==> config.mk <==
export PLATFORM = sky130hd
export DESIGN_NAME = lfsr_gen
export DESIGN_NICKNAME = d
export VERILOG_FILES = /design/src/rtl/lfsr_gen.sv
export SDC_FILE = /design/constraint.sdc
export NUM_CORES = 1
export LEC_CHECK = 0
export CORE_ASPECT_RATIO = 2
export CORE_MARGIN = 10
export CORE_UTILIZATION = 57
export CTS_CLUSTER_SIZE = 14
export DETAILED_ROUTE_END_ITERATION = 12
export HOLD_SLACK_MARGIN = 0.12
export PLACE_DENSITY_LB_ADDON = 0.12
export SETUP_SLACK_MARGIN = 0.1
export SKIP_CTS_REPAIR_TIMING = 1
export SYNTH_ARGS = -nofsm -noshare
export SYNTH_HDL_FRONTEND = slang
export SYNTH_SLANG_ARGS = --single-unit
export TNS_END_PERCENT = 30
==> constraint.sdc <==
create_clock -name clk -period 4.1 [get_ports clk]
set_input_delay 0.615 -clock clk [delete_from_list [all_inputs] [get_ports clk]]
set_output_delay 0.615 -clock clk [all_outputs]
set_load 0.05 [all_outputs]
==> src/rtl/lfsr_gen.sv <==
// Parametrised Fibonacci LFSR with seed load, lock-up recovery and period measurement.
// Latency: one cycle from en/init/load to lfsr; no backpressure, state advances only on en.
module lfsr_gen #(
  parameter int               WIDTH = 10,
  parameter logic [32:0]      TAPS  = 33'h481,
  parameter logic [WIDTH-1:0] SEED  = WIDTH'(1),
  parameter int               STEPS = 1
) (
  input  logic             clk,
  input  logic             rst,
  input  logic             init,
  input  logic             load,
  input  logic [WIDTH-1:0] seed_in,
  input  logic             en,
  input  logic             din,
  output logic [WIDTH-1:0] lfsr,
  output logic             lockup,
  output logic             period_done,
  output logic [WIDTH:0]   period_len,
  output logic             period_valid
);

  // Tap for term x^k reads state bit k-1; the +1 term (bit 0) drops out here.
  localparam logic [WIDTH-1:0] TAP_MASK = TAPS[WIDTH:1];
  localparam logic [WIDTH:0]   CNT_MAX  = '1;

  logic [WIDTH-1:0] lfsr_q, lfsr_d;
  logic [WIDTH-1:0] start_q, start_d;
  logic [WIDTH:0]   cnt_q, cnt_d;
  logic [WIDTH:0]   len_q, len_d;
  logic             valid_q, valid_d;
  logic             lockup_q, lockup_d;
  logic             done_q, done_d;

  logic [WIDTH-1:0] stepped;
  logic [WIDTH:0]   cnt_inc;

  function automatic logic [WIDTH-1:0] shift1(input logic [WIDTH-1:0] s, input logic d);
    return {s[WIDTH-2:0], d ^ (^(s & TAP_MASK))};
  endfunction

  always_comb begin
    stepped = lfsr_q;
    for (int i = 0; i < STEPS; i++) begin
      stepped = shift1(stepped, din);
    end
  end

  assign cnt_inc = (cnt_q == CNT_MAX) ? cnt_q : cnt_q + 1'b1;

  always_comb begin
    lfsr_d   = lfsr_q;
    start_d  = start_q;
    cnt_d    = cnt_q;
    len_d    = len_q;
    valid_d  = valid_q;
    lockup_d = 1'b0;
    done_d   = 1'b0;
    if (init) begin
      lfsr_d  = SEED;
      start_d = SEED;
      cnt_d   = '0;
    end else if (load) begin
      cnt_d = '0;
      if (seed_in != '0) begin
        lfsr_d  = seed_in;
        start_d = seed_in;
      end else begin
        lfsr_d   = SEED;
        start_d  = SEED;
        lockup_d = 1'b1;
      end
    end else if (en) begin
      // All-zero state with no entropy would stick forever; restart from SEED.
      if (lfsr_q == '0 && !din) begin
        lfsr_d   = SEED;
        start_d  = SEED;
        cnt_d    = '0;
        lockup_d = 1'b1;
      end else begin
        lfsr_d = stepped;
        if (stepped == start_q) begin
          done_d  = 1'b1;
          len_d   = cnt_inc;
          valid_d = 1'b1;
          cnt_d   = '0;
        end else begin
          cnt_d = cnt_inc;
        end
      end
    end
  end

  always_ff @(posedge clk or posedge rst) begin
    if (rst) begin
      lfsr_q   <= SEED;
      start_q  <= SEED;
      cnt_q    <= '0;
      len_q    <= '0;
      valid_q  <= 1'b0;
      lockup_q <= 1'b0;
      done_q   <= 1'b0;
    end else begin
      lfsr_q   <= lfsr_d;
      start_q  <= start_d;
      cnt_q    <= cnt_d;
      len_q    <= len_d;
      valid_q  <= valid_d;
      lockup_q <= lockup_d;
      done_q   <= done_d;
    end
  end

  assign lfsr         = lfsr_q;
  assign lockup       = lockup_q;
  assign period_done  = done_q;
  assign period_len   = len_q;
  assign period_valid = valid_q;

endmodule

==> impl_metrics.tcl, run 1 <==
set metrics [dict create \
    insertedDiodeCount 0 \
    core_um2 4050 \
    cts_tree "built" \
    cp_max_fo 21 \
    netlist_instances 221 \
    worstMarginPinSlew_ps 720 \
    first_pass_iters 4 \
    max_freq_mhz 403 \
    syn_to_final_growth_pct 23.1 \
    cp_top_family "simple AND/OR/NAND/NOR gates" \
    fin_nets 278 \
    clkTransAtPathRegs_ps 80 \
    cts_sinks 45 \
    fp.dieArea_um2 7230 \
    setup_viol 0 \
    num_rows 33 \
    outcome "finished, final reports clean" \
    final_cells 314 \
    synth-main-ff-cell "dfrtp_1" \
    worstSetupPathType "in -> reg" \
    antenna_left 0 \
    rsz0062_at_grt "false" \
    grt_start_max_net_pins 46 \
    vias 1843 \
    hp-class "reg -> reg" \
    ys_seq_elements 45 \
    p_total_mw 0.991 \
    wire_per_inst_um 17.8 \
    gp_congestion 0.873 \
    drtIter0Drc 41 \
    grt_pass1_vias 1978 \
    io_pins 40 \
    mostFrequentLayoutCells "dfrtp_1 (43), clkdlybuf4s50_1 (39), nor2_1 (20)" \
    seq_area_frac_synth 0.481 \
    grt_pass1_wl_um 9390 \
    cap_viol_max_count 0 \
    synth_top_cell_by_area "dfrtp_1" \
    critical_path.cell_chain "clkdlybuf4s50_1 > nor4b_4 > nand2b_4 > mux2_4" \
    port_buffers 39 \
    async_flop_share 1.00 \
    clockBufferDepth 2 \
    powerDensity_nw_per_um2 343 \
    root_buffer "clkbuf_8" \
    antenna_found_initial 0 \
    synth.avg_cell_area_um2 10.6 \
    dpl.hpwl_um 4300 \
    critPathCaptureType "flip-flop" \
    finalCritPeriodShare 0.605 \
    worst-path-buf-inv 1 \
    synthTopCellsByArea "dfrtp_1 (46%), a22o_1 (4.9%), mux2i_1 (4.7%)" \
    numCtsBuffers 5 \
    seq_area_um2 1130 \
    grtUsageTotal 0.161 \
    setup_tns_ps 0 \
    cp.arrival_ps 2670 \
    multi_input_area_um2 1140 \
    initial_core_util 0.579 \
    cpPeakStageDelay_ps 770 \
    fin_skew_ps 7.80 \
    syn-num-nets 238 \
    ys_warn_count 0 \
    slew_headroom 0.519 \
    htreeDepth 2 \
    whs_ps 491 \
    syn_area_um2 2340 \
    cp-start-kind "primary input" \
    dp_cells 306 \
    worst_ep_required_time_ps 4280 \
    synth_top_area_frac 0.459 \
    clk-insertion-delay-late_ps 300 \
    totalWireLength_um 5580 \
    fp.dieH_um 111 \
    fill_cells 332 \
    synth_edf_count 0 \
    drive_above_1_share 0.118 \
    hold_viol_final 0 \
    final_common_cell "dfrtp_1" \
    avgViaCountPerCell 5.87 \
    fin_crit_ps 2480 \
    vdd_drop_max_uv 310 \
    grt_overflow 0 \
    p_leak_nw 1.36 \
    slew_violations 0 \
    cp_slowest_cell "clkdlybuf4s50_1" \
    route.detailed.drc 0 \
    synth_cell_types 43 \
    die_w_um 65.4 \
]
## logic make-up after synthesis
kind of cell,Yosys count,share of synthesized area
AND/OR/NAND/NOR,78,0.191
AO/OA/AOI/OAI,45,0.131
adder cells (fa/ha/maj),1,0.00534
multiplexers,19,0.0934
buffers and inverters,18,0.0325
XOR/XNOR,15,0.0656
flip-flops,45,0.481
## power by group
group | switching [mW] | internal, mW
Combinational | 0.125 | 0.0798
Clock | 0.145 | 0.152
Sequential | 0.0217 | 0.467
## state kept, by name, summed over array words and instances, names as in the netlist
register / flops
cnt_q: 11
period_len: 11
lfsr: 10
start_q: 10
lockup: 1
period_done: 1
period_valid: 1
## cells in the mapped netlist (3+ instances only)
master	n
or3_1	3
a21oi_1	12
and3_1	5
nor2_1	20
dfrtp_1	43
a22o_1	13
nand2_1	16
xnor2_1	4
nor2b_1	3
nor3_1	6
clkbuf_1	5
mux2_4	5
nand4_1	3
nor4_1	3
mux2i_1	11
nand3_1	7
inv_1	8
mux2_2	3
buf_1	3
and4_1	3
xor2_1	9
o21ai_0	9
## worst paths after layout
path / from / end / slack [ps] / cells after the start
worst min register to register: period_valid / period_valid / 490 / 1
worst max register to register: cnt_q[0] / period_len[5] / 2010 / 6
max in group asynchronous: rst / lfsr[0] / 2950 / 3
worst min-delay path: period_valid / period_valid / 490 / 1
worst max-delay path: load / period_len[10] / 1620 / 4
min in group asynchronous: rst / period_len[9] / 760 / 3
## layout make-up
class	count	share of cell area
Multi-Input combinational cell	158	0.395
Clock inverter	1	0.00173
Inverter	8	0.0104
Clock buffer	7	0.0334
Tap cell	52	0.0225
Timing Repair Buffer	43	0.146
Sequential cell	45	0.391
## routing by layer
metal,wire (um),global-route usage,up-vias
li1,-,-,865
met1,1970,0.161,896
met5,0,0,-
met4,278,0.0977,0
met3,219,0.0334,22
met2,3120,0.287,60
## stage by stage
step	utilization	setup slack (ps)	area [um2]
2_1_floorplan	-	1830	2340
3_3_place_gp	0.688	1360	2780
3_5_place_dp	0.688	1310	2780
4_1_cts	0.713	1630	2890
5_1_grt	0.713	1480	2890
6_report	0.713	1620	2890
Note: power is estimated with default switching activity, not from simulation.
==> run 2, diff against run 1 <==
- CORE_UTILIZATION: 57 -> 48
- clock period: 4.1 -> 2.25 ns (I/O delays scaled with it)
==> impl_metrics.tcl, run 2 (same netlist as run 1, synthesis figures left out) <==
set metrics [dict create \
    num_rows 36 \
    clkTransAtPathRegs_ps 90 \
    mostFrequentLayoutCells "dfrtp_1 (40), clkdlybuf4s50_1 (39), nor2_1 (20)" \
    slew_violations 0 \
    initial_core_util 0.487 \
    worstSetupPathType "reg -> out" \
    worstMarginPinSlew_ps 710 \
    antenna_found_initial 0 \
    syn_to_final_growth_pct 24.9 \
    hp-class "in -> async" \
    rsz0062_at_grt "false" \
    fin_skew_ps 8.54 \
    totalWireLength_um 5960 \
    final_common_cell "dfrtp_1" \
    finalCritPeriodShare 0.920 \
    outcome "finished, final reports clean" \
    dpl.hpwl_um 4570 \
    cp_top_family "buffers and inverters" \
    fp.dieArea_um2 8250 \
    drive_above_1_share 0.154 \
    htreeDepth 2 \
    worst-path-buf-inv 1 \
    numCtsBuffers 5 \
    antenna_left 0 \
    first_pass_iters 4 \
    final_core_util 0.607 \
    fin_crit_ps 2070 \
    clockBufferDepth 2 \
    fin_nets 283 \
    fp.dieH_um 119 \
    core_um2 4820 \
    root_buffer "clkbuf_8" \
    port_buffers 39 \
    insertedDiodeCount 0 \
    io_pins 40 \
    critPathCaptureType "primary output" \
    p_leak_nw 1.37 \
    vdd_drop_max_uv 554 \
    setup_viol 0 \
    wire_per_inst_um 18.4 \
    grt_pass1_vias 2066 \
    fill_cells 408 \
    cp-start-kind "flip-flop" \
    powerDensity_nw_per_um2 604 \
    cp_slowest_cell "clkdlybuf4s50_1" \
    route.detailed.drc 0 \
    worst_ep_required_time_ps 1910 \
    cpPeakStageDelay_ps 830 \
    cts_tree "built" \
    clk-insertion-delay-late_ps 300 \
    grt_overflow 0 \
    max_freq_mhz 483 \
    drtIter0Drc 80 \
    cap_viol_max_count 0 \
    critical_path.cell_chain "clkdlybuf4s50_1" \
    cp.arrival_ps 1730 \
    grtUsageTotal 0.150 \
    grt_start_max_net_pins 46 \
    grt_pass1_wl_um 10200 \
    die_w_um 69.4 \
    hold_viol_final 0 \
    slew_headroom 0.526 \
    cts_sinks 45 \
    gp_congestion 0.837 \
    cp_max_fo 5 \
    avgViaCountPerCell 5.67 \
    vias 1836 \
    r2r_setup_slack_ps 310 \
    setup_tns_ps 0 \
]
## run 2: cell count changes in the layout (fill, tap and decap cells not counted)
cell        delta
buf_4          +5
dfrtp_1        -3
dfrtp_2        +3
clkbuf_8       -2
clkinv_2       +1
clkinvlp_4     +1
nand3_1        -1
nand3_2        +1
or3_1          -1
or3_4          +1
## run 2: where the power goes
part	internal [mW]	switching [mW]	leakage [nW]	total, mW
sequential	0.851	0.0411	0.590	0.892
combinational	0.149	0.227	0.740	0.376
clock	0.215	0.287	0.0439	0.501
total	1.22	0.554	1.37	1.77
## run 2: layout make-up
cell class	instances	area, um2	area share
multi-input cells	158	1150	0.393
flip-flops and latches	45	1130	0.387
inverters	8	30.0	0.0103
repair buffers	48	458	0.156
clock inverters	3	17.5	0.00598
well taps	57	71.3	0.0244
clock buffers	5	68.8	0.0235
## run 2: path summary, 6_finish.rpt
check	startpoint	to	cells past startpoint
worst max-delay path	lfsr[0]	lfsr[0]	1
worst min-delay path	rst	period_len[9]	3
worst max register to register	cnt_q[2]	period_len[9]	5
worst min register to register	period_valid	period_valid	1
max in group asynchronous	rst	lfsr[9]	3
min in group clk	period_valid	period_valid	1
## run 2: per-stage QoR
step	power [mW]	std cells	hold WS (ps)	worst slack (ps)	area (um2)
floorplan	1.15	221	477	134	2350
global placement	1.29	316	448	124	2830
detailed placement	1.29	316	473	99.5	2830
CTS	1.78	324	493	164	2920
global route	1.86	324	524	126	2930
finish	1.77	324	466	179	2930
## run 2: metal layers
metal  wire length [um]  up-vias  track usage
li1                   -      878            -
met4                120        0       0.0646
met5                  0        -            0
met1               2090      907        0.139
met2               3520       44        0.294
met3                227        7       0.0349
## run 2: worst register-to-register path: stages (launching register included)
cell and delay, ps:
dfrtp_1 470, and4_1 240, and4_1 250, and4_1 220, or3_1 380, mux2_2 270
